[config.mk]
export PLATFORM = sky130hd
export DESIGN_NAME = wm_insert_ctrl
export DESIGN_NICKNAME = d
export VERILOG_FILES = /design/src/rtl/wm_insert_ctrl.sv
export SDC_FILE = /design/constraint.sdc
export NUM_CORES = 1
export LEC_CHECK = 0
export CORE_MARGIN = 2
export CORE_UTILIZATION = 43
export CTS_CLUSTER_DIAMETER = 30
export DETAILED_ROUTE_END_ITERATION = 16
export HOLD_SLACK_MARGIN = 0.12
export PLACE_DENSITY = 0.76
export SYNTH_ARGS = -nofsm -noshare
export SYNTH_HDL_FRONTEND = slang
export SYNTH_SLANG_ARGS = --single-unit
[constraint.sdc]
create_clock -name clk -period 2.4 [get_ports clk]
set_input_delay 0.24 -clock clk [delete_from_list [all_inputs] [get_ports clk]]
set_output_delay 0.24 -clock clk [all_outputs]
set_load 0.03 [all_outputs]
[src/rtl/wm_insert_ctrl.sv]
// Watermark insertion sequencer: fetches a 2x2 edge-replicated neighbourhood plus one
// watermark symbol per pixel, presents them to an external datapath and writes the result.
module wm_insert_ctrl #(
    parameter int IMG_W = 8,
    parameter int IMG_H = 8,
    parameter int AW    = 6
) (
    input  logic          clk,
    input  logic          rst_n,
    input  logic          start,
    input  logic [7:0]    a1_cfg,
    input  logic [7:0]    a2_cfg,
    output logic          busy,
    output logic          done,
    output logic          img_rd_en,
    output logic [AW-1:0] img_addr,
    input  logic [7:0]    img_rd_data,
    output logic          wm_rd_en,
    output logic [AW-1:0] wm_addr,
    input  logic [1:0]    wm_rd_data,
    output logic [7:0]    dp_data1,
    output logic [7:0]    dp_data2,
    output logic [7:0]    dp_data3,
    output logic [7:0]    dp_data4,
    output logic [7:0]    dp_a1,
    output logic [7:0]    dp_a2,
    output logic [1:0]    dp_wm_data,
    input  logic [7:0]    dp_result,
    output logic          out_wr_en,
    output logic [AW-1:0] out_addr,
    output logic [7:0]    out_wr_data
);

    typedef enum logic [2:0] {
        IDLE = 3'd0,
        F0   = 3'd1,
        F1   = 3'd2,
        F2   = 3'd3,
        F3   = 3'd4,
        CAP  = 3'd5,
        WR   = 3'd6,
        FIN  = 3'd7
    } state_t;

    localparam logic [AW-1:0] W_LAST   = AW'(IMG_W - 1);
    localparam logic [AW-1:0] H_LAST   = AW'(IMG_H - 1);
    localparam logic [AW-1:0] P_LAST   = AW'(IMG_W * IMG_H - 1);
    localparam logic [AW-1:0] ROW_STEP = AW'(IMG_W);

    state_t        state_q, state_d;
    logic [AW-1:0] r_q, r_d;
    logic [AW-1:0] c_q, c_d;
    logic [AW-1:0] p_q, p_d;
    logic [7:0]    a1_q, a1_d;
    logic [7:0]    a2_q, a2_d;
    logic [7:0]    d1_q, d1_d;
    logic [7:0]    d2_q, d2_d;
    logic [7:0]    d3_q, d3_d;
    logic [7:0]    d4_q, d4_d;
    logic [1:0]    wm_q, wm_d;
    logic [AW-1:0] img_addr_q, img_addr_d;
    logic [AW-1:0] wm_addr_q, wm_addr_d;
    logic [AW-1:0] out_addr_q, out_addr_d;

    // Neighbour offsets collapse to zero on the right/bottom edge (edge replication).
    logic [AW-1:0] col_step;
    logic [AW-1:0] row_step;

    assign col_step = (c_q != W_LAST) ? AW'(1) : '0;
    assign row_step = (r_q != H_LAST) ? ROW_STEP : '0;

    assign img_addr   = img_addr_d;
    assign wm_addr    = wm_addr_d;
    assign out_addr   = out_addr_d;
    assign dp_data1   = d1_q;
    assign dp_data2   = d2_q;
    assign dp_data3   = d3_q;
    assign dp_data4   = d4_q;
    assign dp_a1      = a1_q;
    assign dp_a2      = a2_q;
    assign dp_wm_data = wm_q;

    always_comb begin
        state_d     = state_q;
        r_d         = r_q;
        c_d         = c_q;
        p_d         = p_q;
        a1_d        = a1_q;
        a2_d        = a2_q;
        d1_d        = d1_q;
        d2_d        = d2_q;
        d3_d        = d3_q;
        d4_d        = d4_q;
        wm_d        = wm_q;
        img_addr_d  = img_addr_q;
        wm_addr_d   = wm_addr_q;
        out_addr_d  = out_addr_q;
        busy        = 1'b0;
        done        = 1'b0;
        img_rd_en   = 1'b0;
        wm_rd_en    = 1'b0;
        out_wr_en   = 1'b0;
        out_wr_data = 8'd0;

        case (state_q)
            IDLE: begin
                if (start) begin
                    a1_d    = a1_cfg;
                    a2_d    = a2_cfg;
                    r_d     = '0;
                    c_d     = '0;
                    p_d     = '0;
                    state_d = F0;
                end
            end
            F0: begin
                busy       = 1'b1;
                img_rd_en  = 1'b1;
                img_addr_d = p_q;
                wm_rd_en   = 1'b1;
                wm_addr_d  = p_q;
                state_d    = F1;
            end
            // Each fetch state captures the word requested one cycle earlier.
            F1: begin
                busy       = 1'b1;
                d1_d       = img_rd_data;
                wm_d       = wm_rd_data;
                img_rd_en  = 1'b1;
                img_addr_d = p_q + col_step;
                state_d    = F2;
            end
            F2: begin
                busy       = 1'b1;
                d2_d       = img_rd_data;
                img_rd_en  = 1'b1;
                img_addr_d = p_q + row_step;
                state_d    = F3;
            end
            F3: begin
                busy       = 1'b1;
                d3_d       = img_rd_data;
                img_rd_en  = 1'b1;
                img_addr_d = p_q + row_step + col_step;
                state_d    = CAP;
            end
            CAP: begin
                busy    = 1'b1;
                d4_d    = img_rd_data;
                state_d = WR;
            end
            WR: begin
                busy        = 1'b1;
                out_wr_en   = 1'b1;
                out_addr_d  = p_q;
                out_wr_data = dp_result;
                if (p_q == P_LAST) begin
                    state_d = FIN;
                end else begin
                    p_d     = p_q + AW'(1);
                    state_d = F0;
                    if (c_q == W_LAST) begin
                        c_d = '0;
                        r_d = r_q + AW'(1);
                    end else begin
                        c_d = c_q + AW'(1);
                    end
                end
            end
            FIN: begin
                done    = 1'b1;
                state_d = IDLE;
            end
            default: state_d = IDLE;
        endcase
    end

    always_ff @(posedge clk or negedge rst_n) begin
        if (!rst_n) begin
            state_q    <= IDLE;
            r_q        <= '0;
            c_q        <= '0;
            p_q        <= '0;
            a1_q       <= 8'd0;
            a2_q       <= 8'd0;
            d1_q       <= 8'd0;
            d2_q       <= 8'd0;
            d3_q       <= 8'd0;
            d4_q       <= 8'd0;
            wm_q       <= 2'd0;
            img_addr_q <= '0;
            wm_addr_q  <= '0;
            out_addr_q <= '0;
        end else begin
            state_q    <= state_d;
            r_q        <= r_d;
            c_q        <= c_d;
            p_q        <= p_d;
            a1_q       <= a1_d;
            a2_q       <= a2_d;
            d1_q       <= d1_d;
            d2_q       <= d2_d;
            d3_q       <= d3_d;
            d4_q       <= d4_d;
            wm_q       <= wm_d;
            img_addr_q <= img_addr_d;
            wm_addr_q  <= wm_addr_d;
            out_addr_q <= out_addr_d;
        end
    end

endmodule

Word-level counts from Yosys, hierarchy flattened
Index checks and enable logic that the tools add are counted.
- add/sub/neg operators: 6
- equality and inequality tests: 14
- muxes and demuxes: 23
- reductions and logical operators: 7
- operators with widths (kind ; number):
    2-to-1 mux 6 bit ; 8
    one-hot mux 6 bit (2 select lines) ; 3
    one-hot mux 3 bit (8 select lines) ; 1
    one-hot mux 6 bit (4 select lines) ; 1
    adder 6 x 1 -> 6 bit, second input constant ; 3
    adder 6 x 1 -> 6 bit ; 2
    equality test 3 bit, second input constant ; 4
    != test 6 x 3 -> 1 bit, second input constant ; 2
    2-to-1 mux 8 bit ; 1
    adder 6 x 4 -> 6 bit ; 1
    equality test 3 x 2 -> 1 bit, second input constant ; 2
    equality test 6 x 3 -> 1 bit, second input constant ; 1
    equality test 6 bit, second input constant ; 1
    2-to-1 mux 1 bit ; 6
    2-to-1 mux 3 bit ; 2
    != test 2 bit, second input constant ; 3
    OR reduction 6 bit ; 1
    2-to-1 mux 4 bit ; 1
    AND reduction 4 bit ; 1
    OR reduction 4 bit ; 1
    equality test 3 x 1 -> 1 bit, second input constant ; 1
    zero test 3 bit ; 1
    AND reduction 3 bit ; 1
    AND reduction 2 bit ; 1
    nonzero test 2 bit ; 1
- register bits after elaboration: 89
- input port bits: 37
- output and inout port bits: 81
- logic and storage cells: 64

Longest topological paths before layout
- word-level depth: 5
- depth in mapped cells: 8
- gate-level depth less buffers: 8

Worst setup path after synthesis
No wires, ideal clock.
- kind: reg2out
- start point: register r_q[3]
- end point: output img_addr[5]
- arrival time: 2.364 ns
- required time: 2.160 ns
- slack: -0.204 ns
- cell stages (with the launch flop): 9
- path buffers: 0
- path through: dfrtp_1 > nor3_1 > nand3_1 > ha_1 > ha_1 > nand2_1 > mux2_4 > o211a_1 > or4_1
- word-level cells in the longest chain between the ends: 5
- ends and longest elaborated chain (what ; line ; RTL):
    from (decl) ; 51 ; logic [AW-1:0] r_q, r_d;
    from (signal assigned) ; 196 ; r_q <= r_d;
    != test 6 x 3 -> 1 bit (*) ; 70 ; assign row_step = (r_q != H_LAST) ? ROW_STEP : '0;
    2-to-1 mux 4 bit (*) ; 70 ;
    adder 6 x 4 -> 6 bit (*) ; 137, 144 ;
    adder 6 x 1 -> 6 bit ; 144 ; img_addr_d = p_q + row_step + col_step;
    one-hot mux 6 bit (4 select lines) (*) ; 105 ; case (state_q)
    to (decl) ; 16 ; output logic [AW-1:0] img_addr,
Mark *: on every way between the ends. The rest lies on a longest branch, timed or not.

Final worst setup path
Ends and elaborated chain as after synthesis.

==> out/metrics.csv <==
metric;value;unit
htree_levels;3;
layout_setup_ws;-0.474;ns
die-area;10600;um2
ys_ff_latch;89;
path_clk_slew;0.10;ns
end_kind;primary output;
grtUsageTotal;21.4;%
nNetsFinal;592;
relSlewSlack;52.3;%
area_growth;46.2;%
rsz0062_at_grt;yes;
gp_congestion;0.818;
peakVddDrop;0.662;mV
first_pass_iters;5;
fin_tns_setup;-0.873;ns
required;2.16;ns
hold_path.class;input pin to async pin;
grt_pass1_wl;17600;um
coreArea;9640;um2
wl_per_cell;16.0;um
status;complete, but fails checks;
critPathBufInv;1;
die_h;103;um
antenna_cells;0;
multiInputGateArea;2010;um2
finClkSkew;0.0146;ns
cp_max_fo;2;
cts_num_sinks;89;
synth-seq-area-share;53.1;%
syn_avg_cell_area;10.6;um2
post-dp-hpwl;7890;um
ant_nets;0;
clock_latency;0.37;ns
netlist_instances;396;
reg2reg_slack;0.16;ns
total_power;7.66;mW
die_x;103;um
finalCritPeriodShare;120;%
worstPathCellList;nor3_2 > nand3_2 > ha_4 > ha_4 > nand2_2 > mux2_4 > o211a_1 > or4_4 > buf_6;
initial_core_util;43.5;%
port_buffers;117;
async_flop_share;100;%
grt_max_degree;39;
first_global_vias;3560;
synth_flop_cell;dfrtp_1;
cts-root-buf;clkbuf_8;
cts_buffers;9;
worstMarginPinSlew;0.710;ns
fin_crit;2.87;ns
via_count;3667;
ios;118;
critPathKind;flip-flop to primary output;
drt_iter0_drc;168;
cap_violations;0;
routed_via_density;5.35;
max_stage_delay;0.42;ns
critPathSlowestCell;or4_4;
rows;36;
grt_overflow;0;
cts_tree;done;
antenna_found_initial;0;
path_delay_family;simple AND/OR/NAND/NOR gates;
cp.arrival;2.63;ns
syn_area;4200;um2
fill_cells;830;
start_kind;flip-flop;
syn_nets;440;
yosys_warnings;0;
synth_cell_types;49;
power_density;1250;nW/um2
drive_gt1_share;29.8;%
crit_top_cell;ha_4;
cts.path.max_buffers;2;
synth_edf_count;0;
seqCellArea;2230;um2
p_leak;2.82;nW
routed_wl;11000;um
violations;setup timing;
setup_viol;4;
clock.fmax;348;MHz
hold_viol;0;
route.detailed.drc;0;
drv_slew;0;
[cell families after synthesis]
logic type | Yosys count | share of synthesized area [%]
and+or+nand+nor | 161 | 18.5
DFF | 89 | 53.1
muxes | 50 | 13.3
AOI/OAI and AO/OA | 49 | 8.35
buffers and inverters | 32 | 3.01
xor gates and xnor gates | 8 | 1.67
adders and majority gates | 7 | 2.09
[power breakdown]
group / internal, mW / switching (mW) / leakage (nW) / total, mW
sequential: 2.04 / 0.281 / 1.12 / 2.32
combinational: 1.87 / 2.47 / 1.60 / 4.35
clock: 0.398 / 0.587 / 0.0940 / 0.985
total: 4.31 / 3.34 / 2.82 / 7.66
[per-layer routing]
| layer | global-route usage (%) | part of all wire [%] | vias up | wire length [um] |
|---|---|---|---|---|
| met1 | 29.0 | 43 | 1832 | 4700 |
| met4 | 5.87 | 1.2 | 0 | 129 |
| li1 | - | - | 1696 | - |
| met3 | 4.34 | 6.0 | 10 | 660 |
| met5 | 0 | 0 | - | 0 |
| met2 | 35.3 | 50 | 129 | 5490 |
[metrics by stage]
stage	setup slack (ns)	area (um2)	hold slack [ns]	util, %	cells
2_1_floorplan	0.00281	4210	-0.0556	-	396
3_3_place_gp	-0.270	5710	0.244	59.2	662
3_5_place_dp	-0.346	5710	0.243	59.2	662
4_1_cts	-0.457	6040	0.385	62.6	684
5_1_grt	-0.584	6140	0.405	63.7	686
6_report	-0.474	6140	0.382	63.7	686
[registers in the layout, summed over array words and instances, names as in the netlist]
| name | flops |
|---|---|
| wm_addr_q | 6 |
| dp_data4 | 8 |
| dp_data2 | 8 |
| r_q | 6 |
| out_addr_q | 6 |
| dp_data3 | 8 |
| dp_a2 | 8 |
| dp_wm_data | 2 |
| dp_data1 | 8 |
| c_q | 6 |
| img_addr_q | 6 |
| state_q | 3 |
| p_q | 6 |
| dp_a1 | 8 |
[placed cells by master, fill, tap and decap left out, drive strengths merged, types with 5 or more instances in the layout]
master,synthesis,routed
o21ai,11,11
clkdlybuf4s50,0,88
nand2b,7,7
inv,7,11
buf,5,75
nor2,9,9
nor3,9,9
and3,6,6
xor2,5,5
mux2,43,43
nand2,83,83
dfrtp,89,89
clkbuf,19,9
and2,9,9
a21oi,8,8
ha,7,7
nand3,17,17
mux2i,7,7
[area by class of cell]
type / count / area share (%)
clock buffers: 9 / 2.02
clock inverters: 7 / 0.999
inverters: 8 / 0.489
multi-input cells: 275 / 32.8
flip-flops and latches: 89 / 36.3
well taps: 133 / 2.71
repair buffers: 165 / 24.7
[worst paths after layout]
path | from | cells past startpoint | endpoint
worst min-delay path | rst_n | 2 | state_q[1]
worst max register to register | r_q[3] | 8 | img_addr_q[5]
worst min register to register | out_addr_q[3] | 2 | out_addr_q[3]
max in group asynchronous | rst_n | 3 | p_q[2]
min in group clk | a1_cfg[1] | 3 | dp_a1[1]
worst max-delay path | r_q[3] | 9 | img_addr[5]
[cells in the mapped netlist (all sizes together), types with 3 or more instances]
cell type,number,area share (%)
a21oi,8,0.95
o21ai,11,1.3
o211ai,4,0.72
o221ai,3,0.63
xor2,5,1.0
nand2b,7,1.0
and2,9,1.3
mux2i,7,1.7
xnor2,3,0.63
or3,4,0.60
and3,6,0.89
nand3,17,2.0
nor2,9,0.80
clkbuf,19,1.7
nand2,83,7.4
inv,7,0.63
mux2,43,12
or4,3,0.54
ha,7,2.1
buf,5,0.60
a22o,3,0.63
nor3,9,1.1
a221oi,4,0.83
nand3b,4,0.72
dfrtp,89,53
[timing repair]
action,CTS,global route
setup endpoints to repair,8,16
resized for setup,22,24
hold buffers,1,0
setup buffers,6,3
hold endpoints to repair,35,0
gates cloned,0,0
pin swaps,9,10
Note: power is estimated with default switching activity, not from simulation.
